### config.mk
export PLATFORM = sky130hd
export DESIGN_NAME = keypad_scanner_flat
export DESIGN_NICKNAME = d
export VERILOG_FILES = /design/src/rtl/keypad_scanner_pkg.sv /design/src/rtl/keypad_scanner_if.sv /design/src/rtl/keypad_scanner_sync_2ff.sv /design/src/rtl/keypad_scanner.sv /design/src/flat_wrapper.sv
export SDC_FILE = /design/constraint.sdc
export NUM_CORES = 1
export LEC_CHECK = 0
export ABC_CLOCK_PERIOD_IN_PS = 25500
export BUFFER_PORTS_ARGS = -buffer_cell sky130_fd_sc_hd__buf_2
export CELL_PAD_IN_SITES_DETAIL_PLACEMENT = 0
export CELL_PAD_IN_SITES_GLOBAL_PLACEMENT = 1
export CORE_ASPECT_RATIO = 1.4
export CORE_MARGIN = 3
export CORE_UTILIZATION = 50
export CTS_BUF_LIST = sky130_fd_sc_hd__clkbuf_4 sky130_fd_sc_hd__clkbuf_8
export CTS_CLUSTER_SIZE = 10
export DETAILED_ROUTE_END_ITERATION = 10
export PLACE_DENSITY_LB_ADDON = 0.1
export SLEW_MARGIN = 20
export SYNTH_ARGS = -nofsm -noshare
export SYNTH_HDL_FRONTEND = slang
export SYNTH_HIERARCHICAL = 1
export SYNTH_SLANG_ARGS = --single-unit
### constraint.sdc
create_clock -name clk_50mhz -period 25.5 [get_ports clk_50mhz]
set_clock_uncertainty 0.15 [all_clocks]
set_input_delay 6.375 -clock clk_50mhz [delete_from_list [all_inputs] [get_ports clk_50mhz]]
set_output_delay 6.375 -clock clk_50mhz [all_outputs]
set_load 0.01 [all_outputs]
### src/rtl/keypad_scanner_pkg.sv
// Shared types and constants for the keypad scanner and its front-panel users.
package keypad_scanner_pkg;

    localparam int unsigned KEY_W = 4;
    localparam logic [3:0] ROW_FIRST = 4'b1110;

    typedef enum logic {
        IDLE,
        PRESSED
    } state_e;

    typedef enum logic [1:0] {
        CLS_NONE,
        CLS_SINGLE,
        CLS_MULTI
    } cls_e;

    // code is only meaningful for CLS_SINGLE; kept at 0 for CLS_NONE so the
    // whole struct can be compared frame to frame.
    typedef struct packed {
        cls_e             cls;
        logic [KEY_W-1:0] code;
    } frame_cls_t;

    // Bit i of pressed is key {row, col} = i, so the index is the key code.
    function automatic frame_cls_t classify(input logic [15:0] pressed);
        frame_cls_t  res;
        int unsigned n;
        n        = 0;
        res.cls  = CLS_NONE;
        res.code = '0;
        for (int i = 0; i < 16; i++) begin
            if (pressed[i]) begin
                n++;
                res.code = KEY_W'(i);
            end
        end
        if (n == 1) begin
            res.cls = CLS_SINGLE;
        end else if (n > 1) begin
            res.cls = CLS_MULTI;
        end
        return res;
    endfunction

endpackage

### src/rtl/keypad_scanner_if.sv
// Keypad scanner signal bundle: matrix lines plus the key valid/ack handshake.
interface keypad_scanner_if;
    import keypad_scanner_pkg::*;

    logic [3:0]       row_n;
    logic [3:0]       col_n;
    logic [KEY_W-1:0] key_code;
    logic             key_valid;
    logic             key_ack;
    logic             key_down;
    logic             overrun;

    // master: the scanner itself
    modport master (
        output row_n,
        output key_code,
        output key_valid,
        output key_down,
        output overrun,
        input  col_n,
        input  key_ack
    );

    // slave: keypad matrix and key consumer
    modport slave (
        input  row_n,
        input  key_code,
        input  key_valid,
        input  key_down,
        input  overrun,
        output col_n,
        output key_ack
    );

endinterface

### src/rtl/keypad_scanner_sync_2ff.sv
// Two-flop synchronizer for asynchronous front-panel inputs; idles at all-ones.
module keypad_scanner_sync_2ff #(
    parameter int unsigned WIDTH = 1
) (
    input  logic             i_clk,
    input  logic             i_reset,
    input  logic [WIDTH-1:0] i_async,
    output logic [WIDTH-1:0] o_sync
);

    logic [WIDTH-1:0] r_meta;
    logic [WIDTH-1:0] r_sync;

    // Shift the async input through two flops.
    always_ff @(posedge i_clk) begin
        if (i_reset) begin
            r_meta <= '1;
            r_sync <= '1;
        end else begin
            r_meta <= i_async;
            r_sync <= r_meta;
        end
    end

    assign o_sync = r_sync;

endmodule

### src/rtl/keypad_scanner.sv
// 4x4 active-low keypad scanner: row multiplexing, frame debounce, key handshake.
module keypad_scanner
    import keypad_scanner_pkg::*;
#(
    parameter int unsigned SCAN_DIV = 50000,
    parameter int unsigned DEBOUNCE = 4
) (
    input logic              clk_50mhz,
    input logic              reset,
    keypad_scanner_if.master kp
);

    localparam int unsigned DIV_W = $clog2(SCAN_DIV);

    logic [DIV_W-1:0] r_div;
    logic [1:0]       r_row_idx;
    logic [3:0]       r_row_n;
    logic [15:0]      r_frame;
    logic             r_frame_done;
    frame_cls_t       r_cand;
    logic [3:0]       r_stable_cnt;
    state_e           r_state;
    state_e           w_state_next;
    logic             w_press_evt;
    logic             r_key_valid;
    logic [KEY_W-1:0] r_key_code;
    logic             r_overrun;
    logic [3:0]       w_col_sync;
    logic             w_tc;
    frame_cls_t       w_cls;
    logic             w_qualified;

    keypad_scanner_sync_2ff #(
        .WIDTH (4)
    ) u_col_sync (
        .i_clk   (clk_50mhz),
        .i_reset (reset),
        .i_async (kp.col_n),
        .o_sync  (w_col_sync)
    );

    assign w_tc = (r_div == DIV_W'(SCAN_DIV - 1));

    // Row dwell counter, row strobe rotation and end-of-dwell column capture.
    always_ff @(posedge clk_50mhz) begin
        if (reset) begin
            r_div        <= '0;
            r_row_idx    <= '0;
            r_row_n      <= ROW_FIRST;
            r_frame      <= '0;
            r_frame_done <= 1'b0;
        end else begin
            r_frame_done <= w_tc && (r_row_idx == 2'd3);
            if (w_tc) begin
                r_div                              <= '0;
                r_frame[{r_row_idx, 2'b00} +: 4]   <= ~w_col_sync;
                r_row_idx                          <= r_row_idx + 2'd1;
                r_row_n                            <= {r_row_n[2:0], r_row_n[3]};
            end else begin
                r_div <= r_div + DIV_W'(1);
            end
        end
    end

    // r_frame is stable for several cycles after the last row lands.
    assign w_cls = classify(r_frame);

    // Per-frame debounce: count consecutive identical classifications.
    always_ff @(posedge clk_50mhz) begin
        if (reset) begin
            r_cand       <= '{cls: CLS_NONE, code: '0};
            r_stable_cnt <= '0;
        end else if (r_frame_done) begin
            if (w_cls.cls == CLS_MULTI) begin
                r_cand       <= w_cls;
                r_stable_cnt <= '0;
            end else if (w_cls == r_cand) begin
                if (r_stable_cnt < 4'(DEBOUNCE)) begin
                    r_stable_cnt <= r_stable_cnt + 4'd1;
                end
            end else begin
                r_cand       <= w_cls;
                r_stable_cnt <= 4'd1;
            end
        end
    end

    assign w_qualified = (r_stable_cnt == 4'(DEBOUNCE));

    // Press/release state register.
    always_ff @(posedge clk_50mhz) begin
        if (reset) begin
            r_state <= IDLE;
        end else begin
            r_state <= w_state_next;
        end
    end

    // Next state; the IDLE->PRESSED transition is the one press event.
    always_comb begin
        w_state_next = r_state;
        w_press_evt  = 1'b0;
        unique case (r_state)
            IDLE: begin
                if (r_cand.cls == CLS_SINGLE && w_qualified) begin
                    w_state_next = PRESSED;
                    w_press_evt  = 1'b1;
                end
            end
            PRESSED: begin
                // A different key or a chord while held is ignored until release.
                if (r_cand.cls == CLS_NONE && w_qualified) begin
                    w_state_next = IDLE;
                end
            end
        endcase
    end

    // Key handshake; an unacknowledged key is kept and later presses are dropped.
    always_ff @(posedge clk_50mhz) begin
        if (reset) begin
            r_key_valid <= 1'b0;
            r_key_code  <= '0;
            r_overrun   <= 1'b0;
        end else if (w_press_evt) begin
            if (!r_key_valid) begin
                r_key_code  <= r_cand.code;
                r_key_valid <= 1'b1;
            end else if (kp.key_ack) begin
                r_key_code <= r_cand.code;
                r_overrun  <= 1'b0;
            end else begin
                r_overrun <= 1'b1;
            end
        end else if (r_key_valid && kp.key_ack) begin
            r_key_valid <= 1'b0;
            r_overrun   <= 1'b0;
        end
    end

    assign kp.row_n     = r_row_n;
    assign kp.key_code  = r_key_code;
    assign kp.key_valid = r_key_valid;
    assign kp.key_down  = (r_state == PRESSED);
    assign kp.overrun   = r_overrun;

endmodule

### src/flat_wrapper.sv
// flat-port wrapper written by rule: the top's interface ports become plain ports
module keypad_scanner_flat import keypad_scanner_pkg::*;
#(
    parameter int unsigned SCAN_DIV = 50000,
    parameter int unsigned DEBOUNCE = 4
)
  (clk_50mhz, reset, kp_row_n, kp_key_code, kp_key_valid, kp_key_down, kp_overrun, kp_col_n, kp_key_ack);
  keypad_scanner_if kp_i ();
  input logic clk_50mhz;
  input logic reset;
  output wire logic [$bits(kp_i.row_n)-1:0] kp_row_n;
  output wire logic [$bits(kp_i.key_code)-1:0] kp_key_code;
  output wire logic [$bits(kp_i.key_valid)-1:0] kp_key_valid;
  output wire logic [$bits(kp_i.key_down)-1:0] kp_key_down;
  output wire logic [$bits(kp_i.overrun)-1:0] kp_overrun;
  input wire logic [$bits(kp_i.col_n)-1:0] kp_col_n;
  input wire logic [$bits(kp_i.key_ack)-1:0] kp_key_ack;
  assign kp_row_n = kp_i.row_n;
  assign kp_key_code = kp_i.key_code;
  assign kp_key_valid = kp_i.key_valid;
  assign kp_key_down = kp_i.key_down;
  assign kp_overrun = kp_i.overrun;
  assign kp_i.col_n = kp_col_n;
  assign kp_i.key_ack = kp_key_ack;
  keypad_scanner #(.SCAN_DIV(SCAN_DIV), .DEBOUNCE(DEBOUNCE)) u_core (.clk_50mhz(clk_50mhz), .reset(reset), .kp(kp_i));
endmodule
Word level (Yosys, flattened, before mapping):

Cells that the tools add are included.

* flip-flop bits (word level): 64
* bits of input ports: 7
* output and inout port bits: 11
* word-level logic and storage cells: 111

* $add $sub $neg: 19
* order comparisons: 2
* eq/ne operators: 11
* shifts and indexed selects: 2
* mux-type cells: 50
* bitwise operators: 2
* reductions and logical operators: 11

Operator list (number)
* 32-bit 2-to-1 mux: 15
* 32-bit by 1-bit adder with 32-bit output (second input constant): 14
* 4-bit 2-to-1 mux: 13
* 32-bit by 1-bit == test with 1-bit output (second input constant): 1
* 32-bit by 1-bit > comparator with 1-bit output (second input constant): 1
* 16-bit by 1-bit adder with 16-bit output (second input constant): 1
* 16-bit bitwise mux: 1
* 16-bit == test (second input constant): 1
* 4-bit by 6-bit variable shift with 16-bit output (first input constant): 1
* 4-bit by 6-bit variable part select with 16-bit output: 1
* 3-bit 2-to-1 mux: 4
* 6-bit 2-to-1 mux: 2
* 1-bit 2-to-1 mux: 10
* 2-bit 2-to-1 mux: 4
* 2-bit AND reduction: 4
* 6-bit == test: 1
* 4-bit negator with 6-bit output: 1
* 4-bit by 1-bit adder with 4-bit output (second input constant): 1
* 2-bit == test (second input constant): 2
* 4-bit by 3-bit == test with 1-bit output (second input constant): 1
* 1-bit logical AND: 4
* 4-bit by 3-bit less-than comparator with 1-bit output (second input constant): 1
* 2-bit != test (second input constant): 2
* 4-bit NOT: 1
* 10 further kinds: 10

Depth between registers and ports, before layout:

Gate-level depths: netlist of run 1.

* depth in word-level cells: 37
* mapped depth: 51
* mapped depth without buffers: 51

By module:

Netlist of run 1, hierarchy kept.

Modules (own cells, without submodules)
* keypad_scanner: instances 1, cells each 612, area each 5002.3 um2, seq. area each 1121.1 um2
* keypad_scanner_sync_2ff: instances 1, cells each 16, area each 210.2 um2, seq. area each 160.2 um2

Worst setup path after synthesis of run 1:

OpenSTA, ideal clock, no wires.

* kind: flip-flop to flip-flop
* from: register u_core.r_frame[1]
* to: register u_core/r_cand[2] (netlist bit)
* library setup time: 116 ps
* arrival: 9447 ps
* data required time: 25234 ps
* slack: 15786 ps
* cell stages (with the launch flop): 52
* buffers on the path: 1
* period minus slack after synthesis: 9714 ps
* path through: dfxtp_1 > inv_1 > ha_1 > buf_6 > xor2_1 > ha_1 > nand2_1 > o31ai_1 > ha_1 > mux2_2 > ha_1 > nand2_1 > o31ai_1 > or3_1 > ha_1 > nor2b_1 > a21oi_1 > ha_1 > (+16 left out) > or2_2 > ha_1 > nand2b_1 > o31a_2 > ha_1 > nand2_1 > nor3_1 > mux2_2 > a311oi_2 > xnor2_1 > nand3_1 > o21ai_1 > a31oi_1 > or2_1 > mux2_2 > a211o_1 > and2_4 > o211a_1

* cells in the longest elaborated chain, start to end: 35
* elaborated cells between the ends (all ways): 53
* classes of those cells: add/sub (14); order compare (1); eq/ne (4); mux (33); reduce/logical (1)

RTL lines
* start, declared: line keypad_scanner.sv:18 `logic [15:0] r_frame;`
* start signal, assigned by index: line keypad_scanner.sv:56 `r_frame[{r_row_idx, 2'b00} +: 4] <= ~w_col_sync;`
* 32-bit 2-to-1 mux: line keypad_scanner_pkg.sv:33 `if (pressed[i]) begin`
* 32-bit by 1-bit adder with 32-bit output: line keypad_scanner_pkg.sv:34 `n++;`
* 32-bit 2-to-1 mux: line keypad_scanner_pkg.sv:33
* 32-bit by 1-bit adder with 32-bit output: line keypad_scanner_pkg.sv:34
* 32-bit 2-to-1 mux: line keypad_scanner_pkg.sv:33
* 32-bit by 1-bit adder with 32-bit output: line keypad_scanner_pkg.sv:34
* 32-bit 2-to-1 mux: line keypad_scanner_pkg.sv:33
* 32-bit by 1-bit adder with 32-bit output: line keypad_scanner_pkg.sv:34
* (+19 left out)
* 32-bit by 1-bit adder with 32-bit output: line keypad_scanner_pkg.sv:34
* 32-bit 2-to-1 mux: line keypad_scanner_pkg.sv:33
* 32-bit by 1-bit > comparator with 1-bit output: line keypad_scanner_pkg.sv:40 `end else if (n > 1) begin`
* 2-bit 2-to-1 mux: line keypad_scanner_pkg.sv:40
* 2-bit 2-to-1 mux: line keypad_scanner_pkg.sv:38 `if (n == 1) begin`
* 6-bit == test or 2-bit == test (tied branches): line keypad_scanner.sv:77, keypad_scanner.sv:74
* 2-bit by 1-bit != test with 1-bit output (no source line)
* 2-bit AND reduction (no source line)
* end signal, assigned: line keypad_scanner.sv:71 `r_cand <= '{cls: CLS_NONE, code: '0};`
* end signal, assigned: line keypad_scanner.sv:75 `r_cand <= w_cls;`
* end signal, assigned: line keypad_scanner.sv:82 `r_cand <= w_cls;`
* end, declared: line keypad_scanner.sv:20 `frame_cls_t r_cand;`

Several ways; a longest one is shown, not always the timed one.
A chain may end at the register's enable or synchronous reset.

Worst setup path in the final report of run 1:

* from: register u_core.r_frame[0]
* to: register u_core/r_cand[2] (netlist bit)

* cells in the longest elaborated chain, start to end: 37
* elaborated cells between the ends (all ways): 40
* classes of those cells: add/sub (15); order compare (1); eq/ne (4); mux (19); reduce/logical (1)

RTL lines (line)
* 1-bit 2-to-1 mux *: keypad_scanner_pkg.sv:33
* 1-bit by 1-bit adder with 2-bit output: keypad_scanner_pkg.sv:34
* 32-bit 2-to-1 mux *: keypad_scanner_pkg.sv:33
* 32-bit by 1-bit adder with 32-bit output: keypad_scanner_pkg.sv:34
* 32-bit 2-to-1 mux *: keypad_scanner_pkg.sv:33
* 32-bit by 1-bit adder with 32-bit output: keypad_scanner_pkg.sv:34
* 32-bit 2-to-1 mux *: keypad_scanner_pkg.sv:33
* 32-bit by 1-bit adder with 32-bit output: keypad_scanner_pkg.sv:34
* (+21 left out)
* 32-bit by 1-bit adder with 32-bit output: keypad_scanner_pkg.sv:34
* 32-bit 2-to-1 mux *: keypad_scanner_pkg.sv:33
* 32-bit by 1-bit > comparator with 1-bit output: keypad_scanner_pkg.sv:40
* 2-bit 2-to-1 mux: keypad_scanner_pkg.sv:40
* 2-bit 2-to-1 mux *: keypad_scanner_pkg.sv:38
* 6-bit == test or 2-bit == test (tied branches): keypad_scanner.sv:77, keypad_scanner.sv:74
* 2-bit by 1-bit != test with 1-bit output (no source line)
* 2-bit AND reduction (no source line)

Every way passes the cells marked *; elsewhere a longest branch is shown, timed or not.

==> impl_metrics.csv, run 1 <==
group,metric,value,unit
cts,cts.repair.resized,0,
timing,clock.fmax,0.0940,GHz
drt,firstDrtPassIters,4,
place,hpwl,8.63,mm
drt,detail-route-antenna-nets,0,
synthesis,synth_area_per_cell,8.30,sq um
cts,cts_root_buffer,"clkbuf_8",
layout,nets,662,
grt,grt_pass1_vias,4154,
layout,diodes,0,
layout,num-fill-cells,984,
cts,cts_sinks,64,
worst_setup_path,cp-endpoint,"u_core/r_cand[2]",
timing,period_share,41.7,%
worst_setup_path,cp.required,25.58,ns
drt,drc,0,
worst_setup_path,worst-r2r-setup-slack,14.86,ns
synthesis,syn_inst,628,
timing,tns,0,ns
timing,rsz0062_at_grt,"no",
grt,grt_antenna_before_repair,0,
worst_setup_path,startpoint,"u_core/r_frame[0]",
synthesis,yosys_warnings,6,
worst_setup_path,worst_path_most_repeated_cell,"ha_1",
pwr,power.density,35.1,nW/um^2
worst_setup_path,worstSetupEndpointType,"flip-flop",
pwr,leakage,2.26,nW
drt,routed_via_density,5.60,
cts,post_cts_buffers,0,
cts,clock_latency,0.34,ns
synthesis,synth_nets,658,
synthesis,synth-seq-cells,64,
grt,overflow,0,
worst_setup_path,cp_max_fo,7,
worst_setup_path,cp-start-kind,"flip-flop",
worst_setup_path,worst_r2r_startpoint,"u_core/r_frame[0]",
pwr,power,0.193,mW
worst_hold_path,hp-class,"reg -> reg",
layout,final_common_cell,"nor2_1",
drt,vias,4326,
timing,finalHoldViolCount,0,
floorplanning,start_util,51.8,%
timing,setup_viol,0,
timing,period_minus_slack,10.64,ns
cts,cts_made_buffers,9,
synthesis,async_flop_share,0,%
grt,grt_max_degree,45,
floorplanning,coreArea,10100,sq um
run,cap_violations,0,
worst_setup_path,worstPathArrival,10.72,ns
floorplanning,io_pins,18,
cts,clockBufferDepth,2,
place,gp_congestion,0.842,
cts,cts.reportedPaths.clkPinSlew,0.07,ns
drt,drtIter0Drc,121,
synthesis,seq_area_frac_synth,24.6,%
worst_setup_path,slowest_stage,"a311oi_2",
layout,final_cell_mix,"nor2_1 (78), dfxtp_1 (64), nand2_1 (62)",
synthesis,ys.flop_type,"dfxtp_1",
timing,tightestPinTransition,0.841,ns
synthesis,ys_types,94,
grt,grt_usage,19.7,%
timing,timing.final.max_slew_violations,0,
grt,grt_first_pass_wirelength,19.0,mm
pwr,vdd_drop_max,39.1,uV
worst_setup_path,critPathKind,"reg -> reg",
floorplanning,row_count,43,
layout,syn2layout_area_growth,5.45,%
synthesis,synth_enable_flop_cells,0,
synthesis,netlist_area,5210,sq um
drt,wl,10.9,mm
drt,wl_per_cell,14.2,um
floorplanning,die_y,127,um
worst_setup_path,max_stage_delay,0.48,ns
floorplanning,fp.dieW,92.3,um
floorplanning,die_area,11700,sq um
worst_setup_path,r2r.worst_path.cells,50,
cts,cts_tree,"built",
layout,layout-drive-gt1-share,13.3,%
place,port-buffer-count,17,
cts,h-tree-depth,3,
timing,slew_headroom,43.4,%
worst_setup_path,r2r_end,"u_core/r_cand[2]",
cts,ctsHoldBuffers,0,
run_status,status,"finished clean",
-- worst min path at each step --
stage	slack [ns]	cells past startpoint	from	endpoint
4_1_cts	0.25	1	u_core/u_col_sync/r_meta[3]	u_core/u_col_sync/o_sync[3]
5_1_grt	0.27	1	u_core/u_col_sync/r_meta[2]	u_core/u_col_sync/o_sync[2]
6_report	0.26	1	u_core/u_col_sync/r_meta[3]	u_core/u_col_sync/o_sync[3]
3_3_place_gp	0.24	1	u_core/u_col_sync/r_meta[0]	u_core/u_col_sync/o_sync[0]
3_5_place_dp	0.24	1	u_core/u_col_sync/r_meta[3]	u_core/u_col_sync/o_sync[3]
2_1_floorplan	0.23	1	u_core/u_col_sync/r_meta[0]	u_core/u_col_sync/o_sync[0]
-- stage by stage --
stage	setup WS, ns	instances	hold WS, ns	instance area (sq um)	util, %
after floorplan	15.79	628	0.233	5210	-
after global placement	15.17	756	0.237	5290	52.6
after detailed placement	14.91	756	0.239	5290	52.6
after CTS	14.86	772	0.251	5500	54.6
after global routing	14.02	772	0.273	5500	54.6
final	14.86	772	0.257	5500	54.6
-- report_power, final --
part           internal, mW  switching, mW
Sequential            0.101       0.000732
Clock                0.0501         0.0381
Combinational       0.00110        0.00213
-- cells in the mapped netlist (9+ instances only) --
master    number  share of area, %
nand2_1       62               4.5
xnor2_1       29               4.9
nor2_1        78               5.6
nor3_1        29               2.8
or2_1         10               1.2
dfxtp_1       64                25
a211oi_1       9               1.3
and3_1        10               1.2
a21oi_1       39               3.7
inv_1         19               1.4
and2_1        10               1.2
o21ai_0       13               1.2
nand2b_1       9               1.1
clkbuf_1      12              0.86
ha_1          23               5.5
nand3_1       23               2.2
nand4_1       14               1.7
xor2_1        16               2.7
-- cell type report --
cell class	instances	area, sq um	area share, %
repair buffers	17	85.1	1.55
well taps	135	169	3.07
multi-input cells	518	3670	66.7
clock inverters	5	55.1	1.00
clock buffers	11	151	2.75
inverters	22	86.3	1.57
flip-flops and latches	64	1280	23.3
-- logic make-up (layout without fill, tap and decap cells) --
logic type	after synthesis	in the layout	share of synthesized area, %
simple gates	297	297	29.6
compound gates	120	120	16.9
flops	64	64	24.6
xor+xnor	62	62	14.9
buf+inv	46	55	5.04
fa+ha+maj	23	23	5.52
mux	16	16	3.48
-- registers in the layout, summed over array words and instances, names as in the netlist --
register / flops
u_core/u_col_sync/r_meta: 4
u_core/kp.key_down: 1
u_core/r_div: 16
u_core/r_frame_done: 1
u_core/kp.key_code: 4
u_core/kp.key_valid: 1
u_core/u_col_sync/o_sync: 4
u_core/r_stable_cnt: 4
u_core/kp.row_n: 4
u_core/r_frame: 16
u_core/r_row_idx: 2
u_core/r_cand: 6
u_core/kp.overrun: 1
-- layer usage --
metal / vias up / track usage [%] / share of wire (%)
li1: 2255 / - / -
met1: 1995 / 23.2 / 45
met2: 58 / 35.4 / 51
met3: 18 / 2.79 / 2.0
met4: 0 / 7.87 / 2.4
met5: - / 0 / 0
-- worst max-delay path, delay by kind of cell, from the launching register on --
family	cells	cell delay, ns
adder cells (fa/ha/maj)	12	3.58
AND/OR/NAND/NOR	18	2.60
AO/OA/AOI/OAI	12	2.15
multiplexers	4	1.11
XOR/XNOR	2	0.44
flip-flops	1	0.36
buffers and inverters	2	0.13
(Power assumes the default switching activity.)
==> run 2, diff against run 1 <==
--- a/config.mk
+++ b/config.mk
@@ -5,13 +5,13 @@
 export SDC_FILE = /design/constraint.sdc
 export NUM_CORES = 1
 export LEC_CHECK = 0
-export ABC_CLOCK_PERIOD_IN_PS = 25500
+export ABC_CLOCK_PERIOD_IN_PS = 8660
 export BUFFER_PORTS_ARGS = -buffer_cell sky130_fd_sc_hd__buf_2
 export CELL_PAD_IN_SITES_DETAIL_PLACEMENT = 0
 export CELL_PAD_IN_SITES_GLOBAL_PLACEMENT = 1
 export CORE_ASPECT_RATIO = 1.4
 export CORE_MARGIN = 3
-export CORE_UTILIZATION = 50
+export CORE_UTILIZATION = 45
 export CTS_BUF_LIST = sky130_fd_sc_hd__clkbuf_4 sky130_fd_sc_hd__clkbuf_8
 export CTS_CLUSTER_SIZE = 10
 export DETAILED_ROUTE_END_ITERATION = 10
==> constraint.sdc (replaced) <==
create_clock -name clk_50mhz -period 8.66 [get_ports clk_50mhz]
set_clock_uncertainty 0.15 [all_clocks]
set_input_delay 2.165 -clock clk_50mhz [delete_from_list [all_inputs] [get_ports clk_50mhz]]
set_output_delay 2.165 -clock clk_50mhz [all_outputs]
set_load 0.01 [all_outputs]
==> run 2 against run 1 <==
The run now ends with negative setup slack left. Setup slack lost 15 ns. Fmax grew 16%. First-iteration DRC count grew 36%. Clock power grew to 2.8 times the previous value. Sequential share of layout area shrank 3.7 points. Critical endpoint unchanged. Largest cell class unchanged. Highest routed layer unchanged.
==> impl_metrics.csv, run 2 (synthesized netlist as in run 1, its figures left out) <==
group,metric,value,unit
cts,cts_tree,"built",
drt,wl,12.1,mm
pwr,power,0.556,mW
worst_setup_path,slowest_stage,"dfxtp_4",
timing,period_share,106,%
cts,cts_sinks,64,
floorplanning,row_count,45,
timing,finalHoldViolCount,0,
timing,clock.fmax,0.109,GHz
layout,seq_area,1290,sq um
worst_setup_path,cp-start-kind,"flip-flop",
timing,rsz0062_at_grt,"yes",
layout,multi_input_area,4120,sq um
timing,setup_viol,9,
worst_setup_path,critPathKind,"reg -> reg",
floorplanning,fp.dieW,97.0,um
run_status,status,"finished with violations",
layout,num-fill-cells,963,
drt,routed_via_density,5.48,
worst_setup_path,cp.required,8.74,ns
drt,firstDrtPassIters,4,
cts,cts_made_buffers,9,
grt,grt_usage,18.6,%
grt,grt_antenna_before_repair,0,
layout,layout-drive-gt1-share,30.4,%
drt,drtIter0Drc,164,
floorplanning,io_pins,18,
grt,overflow,0,
timing,timing.final.max_slew_violations,0,
pwr,vdd_drop_max,134,uV
cts,cts_root_buffer,"clkbuf_8",
place,hpwl,9.31,mm
timing,tightestPinTransition,0.812,ns
pwr,power.density,84.6,nW/um^2
run_status,violations,"negative setup slack",
pwr,leakage,2.77,nW
layout,top_regs,"u_core/r_div (16), u_core/r_frame (16), u_core/r_cand (6)",
layout,diodes,0,
drt,drc,0,
timing,finalWorstSetupSlack,-0.545,ns
cts,clock_latency,0.34,ns
cts,clockBufferDepth,2,
place,gp_congestion,0.802,
drt,wl_per_cell,14.2,um
grt,grt_pass1_vias,4497,
drt,vias,4693,
worst_setup_path,worstPathArrival,9.28,ns
grt,grt_max_degree,45,
cts,h-tree-depth,3,
floorplanning,die_y,133,um
worst_setup_path,max_stage_delay,0.38,ns
run,cap_violations,0,
cts,ctsHoldBuffers,0,
timing,period_minus_slack,9.21,ns
worst_setup_path,cp_max_fo,4,
layout,syn2layout_area_growth,26.0,%
layout,nets,741,
cts,cts.reportedPaths.clkPinSlew,0.07,ns
drt,detail-route-antenna-nets,0,
place,port-buffer-count,17,
timing,slew_headroom,45.4,%
floorplanning,coreArea,11100,sq um
floorplanning,die_area,12900,sq um
grt,grt_first_pass_wirelength,20.5,mm
floorplanning,start_util,47.0,%
worst_setup_path,worstSetupEndpointType,"flip-flop",
layout,final_cell_mix,"nor2_1 (73), buf_4 (73), dfxtp_1 (62)",
layout,post-route-util,59.2,%
worst_hold_path,hp-class,"reg -> reg",
worst_setup_path,worst_path_most_repeated_cell,"ha_4",
[run 2: changes by cell type in the layout (fill, tap and decap cells not counted), moves of 5 or more]
cell and delta:
nand2_1 -9, buf_6 +6, nor2_1 -5, buf_4 +73, nand2_2 +5, ha_1 -13
mux2_2 -6, ha_4 +13, a21oi_1 -5, mux2_4 +6
[run 2: final cells by class]
type | count | share of cell area [%]
inverters | 22 | 1.35
clock buffers | 9 | 1.89
clock inverters | 7 | 1.10
multi-input cells | 518 | 62.7
repair buffers | 96 | 10.7
well taps | 141 | 2.69
flip-flops and latches | 64 | 19.6
[run 2: timing repair]
action / 4_1_cts / 5_1_grt
pin swaps: 26 / 29
endpoints found under the hold margin: 0 / 0
endpoints found under the setup margin: 9 / 9
resized for setup: 21 / 33
buffers inserted: 16 / 6
[run 2: worst paths after layout]
kind	from	end	cells after the start	slack [ns]
max	u_core/r_frame[0]	u_core/r_cand[2]	51	-0.55
min	u_core/u_col_sync/r_meta[1]	u_core/u_col_sync/o_sync[1]	1	0.26
max reg2reg	u_core/r_frame[0]	u_core/r_cand[2]	51	-0.55
min reg2reg	u_core/u_col_sync/r_meta[1]	u_core/u_col_sync/o_sync[1]	1	0.26
[run 2: worst max-delay path, delay by kind of cell (launching register included)]
kind / cells / cell delay, ns
buf+inv: 3 / 0.27
xor+xnor: 2 / 0.31
fa+ha+maj: 12 / 3.00
compound gates: 12 / 1.53
simple gates: 18 / 2.35
mux: 4 / 1.07
flops: 1 / 0.38
[run 2: metrics by stage]
step / TNS (ns) / hold slack [ns] / std cells / setup slack (ns) / cell area, sq um
finish: -4.35 / 0.259 / 857 / -0.545 / 6570
global placement: -4.20 / 0.238 / 820 / -0.545 / 5920
detailed placement: -6.60 / 0.238 / 820 / -0.828 / 5920
floorplan: -4.32 / 0.233 / 628 / -0.629 / 5400
CTS: -3.65 / 0.261 / 852 / -0.476 / 6370
global route: -7.48 / 0.273 / 857 / -0.886 / 6570
[run 2: metal layers]
layer	global-route usage (%)	vias to the layer above	wire length, um
met5	0	-	0
met4	6.87	0	198
met3	1.52	15	172
met2	34.4	59	6440
met1	22.4	2188	5340
li1	-	2431	-
[run 2: power by group]
group | internal, mW | leakage, nW | switching [mW] | total [mW]
registers | 0.297 | 0.519 | 0.00220 | 0.299
logic | 0.00330 | 2.15 | 0.00625 | 0.00955
clock network | 0.133 | 0.0952 | 0.115 | 0.247
